`src/rtl/prog_loader.sv`:
```
// Program loader: buffers a host byte stream, bursts 16 words into the core, then reports portout changes.
// Optional checksum trailer byte is enabled with `define LOADER_CHKSUM_EN.
module prog_loader #(
   parameter int         DEPTH    = 16,
   parameter logic [7:0] PAD_WORD = 8'hA0
) (
   input  logic       clk,
   input  logic       reset,
   input  logic       in_valid,
   output logic       in_ready,
   input  logic [7:0] in_data,
   input  logic       in_last,
   input  logic       halt,
   output logic       PC_reset,
   output logic       mem_write,
   output logic [3:0] instr,
   output logic [3:0] portin,
   input  logic [3:0] portout,
   output logic       running,
   output logic       out_valid,
   output logic [3:0] out_data,
   output logic       len_err,
   output logic       chk_err
);

   localparam int AW = $clog2(DEPTH);
   localparam int CW = AW + 1;
   localparam logic [CW-1:0] LAST_IDX = CW'(DEPTH - 1);
   localparam logic [AW-1:0] LAST_K   = AW'(DEPTH - 1);
`ifdef LOADER_CHKSUM_EN
   localparam logic [CW-1:0] CHK_IDX  = CW'(DEPTH);
`endif

   typedef enum logic [1:0] {IDLE, FILL, LOAD, RUN} state_t;

   state_t        state_q, state_d;
   logic [CW-1:0] cnt_q, cnt_d;
   logic [AW-1:0] k_q, k_d;
   logic [7:0]    buf_q [DEPTH];
   logic [7:0]    buf_d [DEPTH];
   logic          len_err_q, len_err_d;
   logic          chk_err_q, chk_err_d;
`ifdef LOADER_CHKSUM_EN
   logic [7:0]    sum_q, sum_d;
   logic [7:0]    sum_base, sum_next;
`endif

   logic          in_ready_q, in_ready_d;
   logic          pc_reset_q, pc_reset_d;
   logic          mem_write_q, mem_write_d;
   logic [3:0]    instr_q, instr_d;
   logic [3:0]    portin_q, portin_d;
   logic          running_q, running_d;
   logic          out_valid_q, out_valid_d;
   logic [3:0]    out_data_q, out_data_d;
   logic [3:0]    last_out_q, last_out_d;

   logic          accept;
   logic          start;
   logic [CW-1:0] base_cnt;
   logic [7:0]    word;

   assign accept = in_valid & in_ready_q;

   always_ff @(posedge clk) begin
      if (reset) begin
         state_q     <= IDLE;
         cnt_q       <= '0;
         k_q         <= '0;
         len_err_q   <= 1'b0;
         chk_err_q   <= 1'b0;
`ifdef LOADER_CHKSUM_EN
         sum_q       <= '0;
`endif
         in_ready_q  <= 1'b0;
         pc_reset_q  <= 1'b1;
         mem_write_q <= 1'b0;
         instr_q     <= '0;
         portin_q    <= '0;
         running_q   <= 1'b0;
         out_valid_q <= 1'b0;
         out_data_q  <= '0;
         last_out_q  <= '0;
      end else begin
         state_q     <= state_d;
         cnt_q       <= cnt_d;
         k_q         <= k_d;
         len_err_q   <= len_err_d;
         chk_err_q   <= chk_err_d;
`ifdef LOADER_CHKSUM_EN
         sum_q       <= sum_d;
`endif
         in_ready_q  <= in_ready_d;
         pc_reset_q  <= pc_reset_d;
         mem_write_q <= mem_write_d;
         instr_q     <= instr_d;
         portin_q    <= portin_d;
         running_q   <= running_d;
         out_valid_q <= out_valid_d;
         out_data_q  <= out_data_d;
         last_out_q  <= last_out_d;
      end
   end

   // Buffer contents need no reset: the stored count decides what is real and what is padding.
   always_ff @(posedge clk) begin
      buf_q <= buf_d;
   end

   always_comb begin
      state_d   = state_q;
      cnt_d     = cnt_q;
      k_d       = k_q;
      buf_d     = buf_q;
      len_err_d = len_err_q;
      chk_err_d = 1'b0;
      start     = accept && (state_q == IDLE || state_q == RUN);
      base_cnt  = start ? '0 : cnt_q;
`ifdef LOADER_CHKSUM_EN
      sum_d     = sum_q;
      sum_base  = start ? 8'h00 : sum_q;
      sum_next  = sum_base + in_data;
`endif
      if (start) len_err_d = 1'b0;
      case (state_q)
         IDLE, FILL, RUN: begin
            if (accept) begin
               cnt_d = base_cnt;
`ifdef LOADER_CHKSUM_EN
               if (in_last || base_cnt == CHK_IDX) begin
                  if (!in_last) len_err_d = 1'b1;
                  if (sum_next == 8'h00) begin
                     state_d = LOAD;
                     k_d     = '0;
                  end else begin
                     state_d   = IDLE;
                     chk_err_d = 1'b1;
                  end
               end else begin
                  buf_d[base_cnt[AW-1:0]] = in_data;
                  cnt_d   = base_cnt + 1'b1;
                  sum_d   = sum_next;
                  state_d = FILL;
               end
`else
               buf_d[base_cnt[AW-1:0]] = in_data;
               cnt_d = base_cnt + 1'b1;
               if (in_last || base_cnt == LAST_IDX) begin
                  if (!in_last) len_err_d = 1'b1;
                  state_d = LOAD;
                  k_d     = '0;
               end else begin
                  state_d = FILL;
               end
`endif
            end else if (state_q == RUN && halt) begin
               state_d = IDLE;
            end
         end
         LOAD: begin
            k_d = k_q + 1'b1;
            if (k_q == LAST_K) state_d = RUN;
         end
         default: state_d = IDLE;
      endcase
   end

   // Port values lag the state by one cycle; in_ready looks ahead so no byte is taken during LOAD.
   always_comb begin
      pc_reset_d  = (state_q == IDLE) || (state_q == FILL);
      mem_write_d = (state_q == LOAD);
      running_d   = (state_q == RUN);
      in_ready_d  = (state_d != LOAD);
      word        = (CW'(k_q) < cnt_q) ? buf_q[k_q] : PAD_WORD;
      {instr_d, portin_d} = mem_write_d ? word : 8'h00;
      out_valid_d = 1'b0;
      out_data_d  = out_data_q;
      last_out_d  = last_out_q;
      if (state_q == RUN && portout != last_out_q) begin
         out_valid_d = 1'b1;
         out_data_d  = portout;
         last_out_d  = portout;
      end else if (state_q == LOAD && state_d == RUN) begin
         last_out_d  = portout;
      end
   end

   assign in_ready  = in_ready_q;
   assign PC_reset  = pc_reset_q;
   assign mem_write = mem_write_q;
   assign instr     = instr_q;
   assign portin    = portin_q;
   assign running   = running_q;
   assign out_valid = out_valid_q;
   assign out_data  = out_data_q;
   assign len_err   = len_err_q;
   assign chk_err   = chk_err_q;

endmodule

```
`config.mk`:
```
export PLATFORM = sky130hd
export DESIGN_NAME = prog_loader
export DESIGN_NICKNAME = d
export VERILOG_FILES = /design/src/rtl/prog_loader.sv
export SDC_FILE = /design/constraint.sdc
export NUM_CORES = 1
export LEC_CHECK = 0
export CELL_PAD_IN_SITES_DETAIL_PLACEMENT = 0
export CELL_PAD_IN_SITES_GLOBAL_PLACEMENT = 2
export CORE_ASPECT_RATIO = 0.6
export CORE_MARGIN = 8
export CORE_UTILIZATION = 45
export CTS_BUF_LIST = sky130_fd_sc_hd__clkbuf_2 sky130_fd_sc_hd__clkbuf_4 sky130_fd_sc_hd__clkbuf_8
export CTS_CLUSTER_SIZE = 28
export DETAILED_ROUTE_END_ITERATION = 10
export DONT_BUFFER_PORTS = 1
export PLACE_DENSITY_LB_ADDON = 0.25
export RECOVER_POWER = 25
export SYNTH_ARGS = -nofsm -noshare
export SYNTH_HDL_FRONTEND = slang
export SYNTH_SLANG_ARGS = --single-unit
```
`constraint.sdc`:
```
create_clock -name clk -period 2.4 [get_ports clk]
set_input_delay 0.48 -clock clk [delete_from_list [all_inputs] [get_ports clk]]
set_output_delay 0.48 -clock clk [all_outputs]
set_load 0.01 [all_outputs]
```
Word level (Yosys, flattened, before mapping)
Cells that the tools add are included.

Bits in writable memories: 0. Output and inout port bits: 19. Word-level logic and storage cells: 90. Input port bits: 17. Register bits after elaboration: 161. Memories kept: 0. Latch bits: 0. ROM bits: 0.

Shift operators: 0. Divide/modulo/power cells: 0. Reductions and logical operators: 15. $lt $le $gt $ge: 4. Multiplexer cells: 24. Eq/ne operators: 10. $add $sub $neg: 2. Bitwise logic cells: 5. Multiply operators: 0.

Operators by type and width (number): bitwise mux 128 bit (1); binary-select mux 8 bit (select 4 bit) (1); demux 8 bit (select 4 bit) (1); 2-to-1 mux 8 bit (4); 2-to-1 mux 4 bit (4); >= comparator 5 bit, second input constant (2); NOT 4 -> 5 bit (2); 2-to-1 mux 2 bit (4); one-hot mux 4 bit (2 select lines) (1); == test 2 bit, second input constant (3); 2-to-1 mux 1 bit (6); inequality test 2 bit, second input constant (3); OR reduction 3 bit (2); adder 5 x 1 -> 5 bit, second input constant (1); == test 5 x 4 -> 1 bit, second input constant (1); logical AND 1 bit (5); less-than comparator 4 x 5 -> 1 bit (1); less-than comparator 5 x 1 -> 1 bit, second input constant (1); 2-to-1 mux 5 bit (1); adder 4 x 1 -> 4 bit, second input constant (1); == test 4 bit, second input constant (1); inequality test 4 bit (1); one-hot mux 2 bit (2 select lines) (1); AND reduction 2 bit (2); 7 further kinds (10).

Longest topological paths before layout
Gate-level depths: netlist (run 1).

Depth after elaboration: 13. Gate-level depth with buffers: 13. Depth with buffers taken out: 12.

Worst setup path before layout (run 1)
Ideal clock, no wire load.

Path type: reg2reg. From: register state_q[0]. To: register in_ready_q, in the netlist in_ready. Arrival: 2.482 ns. Clock period less this slack: 2.556 ns. Buffers on the path: 1. Setup time: 0.074 ns. Slack: -0.156 ns. Required time: 2.326 ns. Cell stages (with the launch flop): 14. Path through: dfxtp_1 -> inv_2 -> ha_1 -> and3b_1 -> clkbuf_1 -> nor2b_1 -> ha_1 -> inv_1 -> nor2_1 -> ha_1 -> or2_1 -> a21oi_1 -> o21ai_0 -> a31oi_1.

Word-level cells in the longest chain between the ends: 10. Elaborated cells between the ends (all ways): 17. Those cells by class: eq/ne (5); mux (6); reduce/logical (6).

Ends and longest elaborated chain: start: declaration (line 36) `state_t state_q, state_d;`; start signal: assignment (line 85) `state_q <= state_d;`; == test 2 bit / zero test 2 bit (equally long branches) (line 117, 125, 156); logical OR 1 bit (line 117) `start = accept && (state_q == IDLE || state_q == RUN);`; logical AND 1 bit (line 117); 2-to-1 mux 5 bit (line 118) `base_cnt = start ? '0 : cnt_q;`; == test 5 x 4 -> 1 bit (line 148) `if (in_last || base_cnt == LAST_IDX) begin`; logical OR 1 bit (line 148); 2-to-1 mux 2 bit (line 148); 2-to-1 mux 2 bit (line 127) `if (accept) begin`; one-hot mux 2 bit (2 select lines) * (line 125) `case (state_q)`; inequality test 2 bit * (line 173) `in_ready_d = (state_d != LOAD);`; end signal: assignment (line 93) `in_ready_q <= in_ready_d;`; end: declaration (line 48) `logic in_ready_q, in_ready_d;`.

Every way passes the cells marked *; elsewhere a longest branch is shown, timed or not. A chain may end at the register's enable or synchronous reset.

Worst setup path in the final report (run 1)
From: register state_q[0]. To: register k_q[0].

Word-level cells in the longest chain between the ends: 8. Elaborated cells between the ends (all ways): 14. Those cells by class: eq/ne (6); mux (2); reduce/logical (6).

Ends and longest elaborated chain: == test 2 bit / zero test 2 bit (equally long branches) (line 117, 125); logical OR 1 bit (line 117); logical AND 1 bit (line 117); 2-to-1 mux 5 bit (line 118); == test 5 x 4 -> 1 bit (line 148); logical OR 1 bit (line 148); inequality test 2 bit (no line); AND reduction 2 bit (no line); end signal: assignment (line 87) `k_q <= k_d;`; end: declaration (line 38) `logic [AW-1:0] k_q, k_d;`.

Parallel ways exist; a longest one is shown, timed or not.

==> results.toml, run 1 <==
[die]
die_area_um2 = 18690
fp.coreArea_um2 = 14290
die_h_um = 109.2
die_w_um = 171.3
rows = 34
io_pins = 36
initial_core_util = 0.4554

[critical_path]
reg2reg_to = "k_q[0]"
r2r_setup_slack_ns = 0.14
start_kind = "flip-flop"
endpoint_kind = "flip-flop"
crit_start = "state_q[0]"
path_max_fanout = 5
reg2reg_depth = 13
crit_path_end = "k_q[0]"
cp.arrival_ns = 2.62
cp_data_required_time_ns = 2.77
r2r-start = "state_q[0]"
crit_type = "reg2reg"

[yosys]
yosysSeqAreaShare = 0.6920
yosys-top-cells-count = "edfxtp_1 (128), dfxtp_1 (33), nor2_1 (33), mux4_2 (30), mux2i_1 (19)"
synth_edf_count = 128
synthCells = 388
ys_types = 44
ys_async_sr_fraction = 0
ys_seq_elements = 161
synth-main-ff-cell = "edfxtp_1"
synth_warnings = 0
synth_top_cell_by_area = "edfxtp_1"
synth_area_per_cell_um2 = 16.78
synth.area.top_cells = "edfxtp_1 (59%), mux4_2 (10%), dfxtp_1 (10%)"
syn-num-nets = 418
synth_most_common_cell = "edfxtp_1"
yosysTopAreaCellShare = 0.5905
netlist_area_um2 = 6509

[clock_tree]
clkSinkCount = 161
clk_pin_slew_ns = 0.09
cts_buffer_depth = 2
clock-root-buffer = "clkbuf_8"
clkLatencyLatePin_ns = 0.43
h-tree-depth = 4
numCtsBuffers = 17
cts_tree = "built"

[sta]
fin_skew_ns = 0.01347
relSlewSlack = 0.5123
final.min_clock_period_ns = 2.255
slew_viol_final = 0
min_period_over_period = 0.9397
final-hold-violation-count = 0
setup_violations = 0
fin_setup_tns_ns = 0
timing.fmax_mhz = 443.4
grt_setup_unrepaired = "false"
worst_slew_pin_slew_ns = 0.7272

[placed_design]
portBuffers = 0
routabilityCongestion = 0.7938
hpwl_um = 9273

[routing]
vias_per_cell = 5.361
vias = 3458
drt_iter0_markers = 270
drt_wl_total_um = 13490
post-route-drc-count = 0
wl_per_cell_um = 20.91
antenna_left = 0
firstDrtPassIters = 4

[pwr]
switching_share = 0.2339
p_per_area_nw_per_um2 = 756.0
p_sw_mw = 1.321
power_mw = 5.647
clkPwrFrac = 0.342
irDropWorstVdd_mv = 0.2991
comb_power_share = 0.105
p_int_mw = 4.326
power_frac_seq = 0.553
p_leak_nw = 2.503

[global_route]
grtUsageMet2 = 0.2187
gr-usage-met3 = 0.03181
grt_overflow = 0
grt_max_degree = 29
first_global_vias = 3439
met1_usage = 0.2257
grt_busiest_layer = "met1"
grt_antenna_before_repair = 0
grt_usage = 0.1521
grt_first_pass_wirelength_um = 20900

[cells_and_area]
syn2layout_area_growth_pct = 14.76
regArea_um2 = 4509
n_antenna_cell = 0
drive_above_1_share = 0.2864
fill_cells = 1221
layout.nets = 464
multi_input_area_um2 = 1894

[run_status]
status = "completed"

[job]
cap_viol_max_count = 0

[hold_path]
min_path_type = "in2reg"
[power by group through the flow]
| stage | combinational [mW] | sequential [mW] | clock (mW) |
|---|---|---|---|
| after floorplan | 0.399 | 3.16 | 0 |
| after global placement | 0.559 | 3.19 | 0 |
| after detailed placement | 0.562 | 3.19 | 0 |
| after CTS | 0.576 | 3.12 | 1.99 |
| after global routing | 0.648 | 3.13 | 2.10 |
| final | 0.594 | 3.12 | 1.93 |
[routing by layer]
| metal | vias up | part of all wire |
|---|---|---|
| li1 | 1593 | - |
| met2 | 101 | 0.44 |
| met4 | 0 | 0.0070 |
| met5 | - | 0 |
| met1 | 1754 | 0.49 |
| met3 | 10 | 0.070 |
[placed cells by master (no fill, tap or decap), types with 6 or more instances in the layout]
master,synthesis,layout
nand2_1,8,8
ha_1,13,10
edfxtp_1,128,128
buf_4,3,45
dfxtp_1,33,29
a211oi_1,15,15
nand3_1,6,6
clkbuf_8,0,17
mux2i_1,19,19
nor2b_1,9,9
mux4_2,30,30
inv_1,9,9
nand2b_1,8,8
nor2_1,33,33
[worst max-delay path, cell delays in order (launching register included)]
cell and delay, ns:
dfxtp_2 0.35, inv_2 0.05, ha_4 0.23, and3b_2 0.27, nor2b_1 0.07, ha_2 0.19, inv_1 0.06, nor2_1 0.05
ha_2 0.18, or2_4 0.24, a21oi_4 0.23, buf_6 0.13, mux2i_1 0.06, nor2_1 0.08
[logic make-up after synthesis]
group,share of synthesized area
compound gates,0.05536
xor+xnor,0.005382
fa+ha+maj,0.02499
buf+inv,0.02364
flops,0.6920
mux,0.1382
other cells,0.0005761
simple gates,0.05979
[timing repair]
| item | 4_1_cts | 5_1_grt |
|---|---|---|
| setup buffers | 1 | 1 |
| gates cloned | 0 | 0 |
| hold buffers | 0 | 0 |
| endpoints found under the setup margin | 5 | 6 |
| gates resized for setup | 2 | 10 |
| pin swaps | 1 | 3 |
[area by class of cell]
type	instances	area share
Clock buffer	19	0.03333
Inverter	12	0.006030
Clock inverter	13	0.01809
Tap cell	198	0.03317
Timing Repair Buffer	48	0.05209
Sequential cell	161	0.6037
Multi-Input combinational cell	194	0.2536
[per-stage QoR]
step | utilization | hold WS [ns] | worst slack (ns) | area [um^2] | cells
2_1_floorplan | - | 0.4512 | 0.01149 | 6514 | 388
3_3_place_gp | 0.4914 | 0.4713 | 0.002066 | 7024 | 611
3_5_place_dp | 0.4914 | 0.4791 | -0.08668 | 7024 | 611
4_1_cts | 0.5194 | 0.07004 | 0.01841 | 7425 | 644
5_1_grt | 0.5226 | 0.07510 | 0.02005 | 7470 | 645
6_report | 0.5226 | 0.1034 | 0.1447 | 7470 | 645
[worst min-delay path by stage]
stage                     slack [ns]           from       endpoint  cells past startpoint
after CTS                       0.07          reset    out_data[0]                      1
after floorplan                 0.45       cnt_q[0]       cnt_q[0]                      1
after global routing            0.08          reset    out_data[1]                      1
final                           0.10          reset    out_data[1]                      1
after detailed placement        0.48  last_out_q[2]  last_out_q[2]                      2
after global placement          0.47  last_out_q[2]  last_out_q[2]                      2
[sequential cells by signal, summed over array words and instances, names as in the netlist, 2 cells and up]
name,count
cnt_q,5
last_out_q,4
buf_q,128
out_data,4
portin,4
state_q,2
k_q,4
instr,4
Note: power is estimated with default switching activity, not from simulation.
==> run 2: changes to the inputs <==
--- a/config.mk
+++ b/config.mk
@@ -19,3 +19,4 @@
 export SYNTH_ARGS = -nofsm -noshare
 export SYNTH_HDL_FRONTEND = slang
 export SYNTH_SLANG_ARGS = --single-unit
+export TNS_END_PERCENT = 20
==> results of run 2 <==
The final DEF is identical to that of run 1; final timing and power are the same.
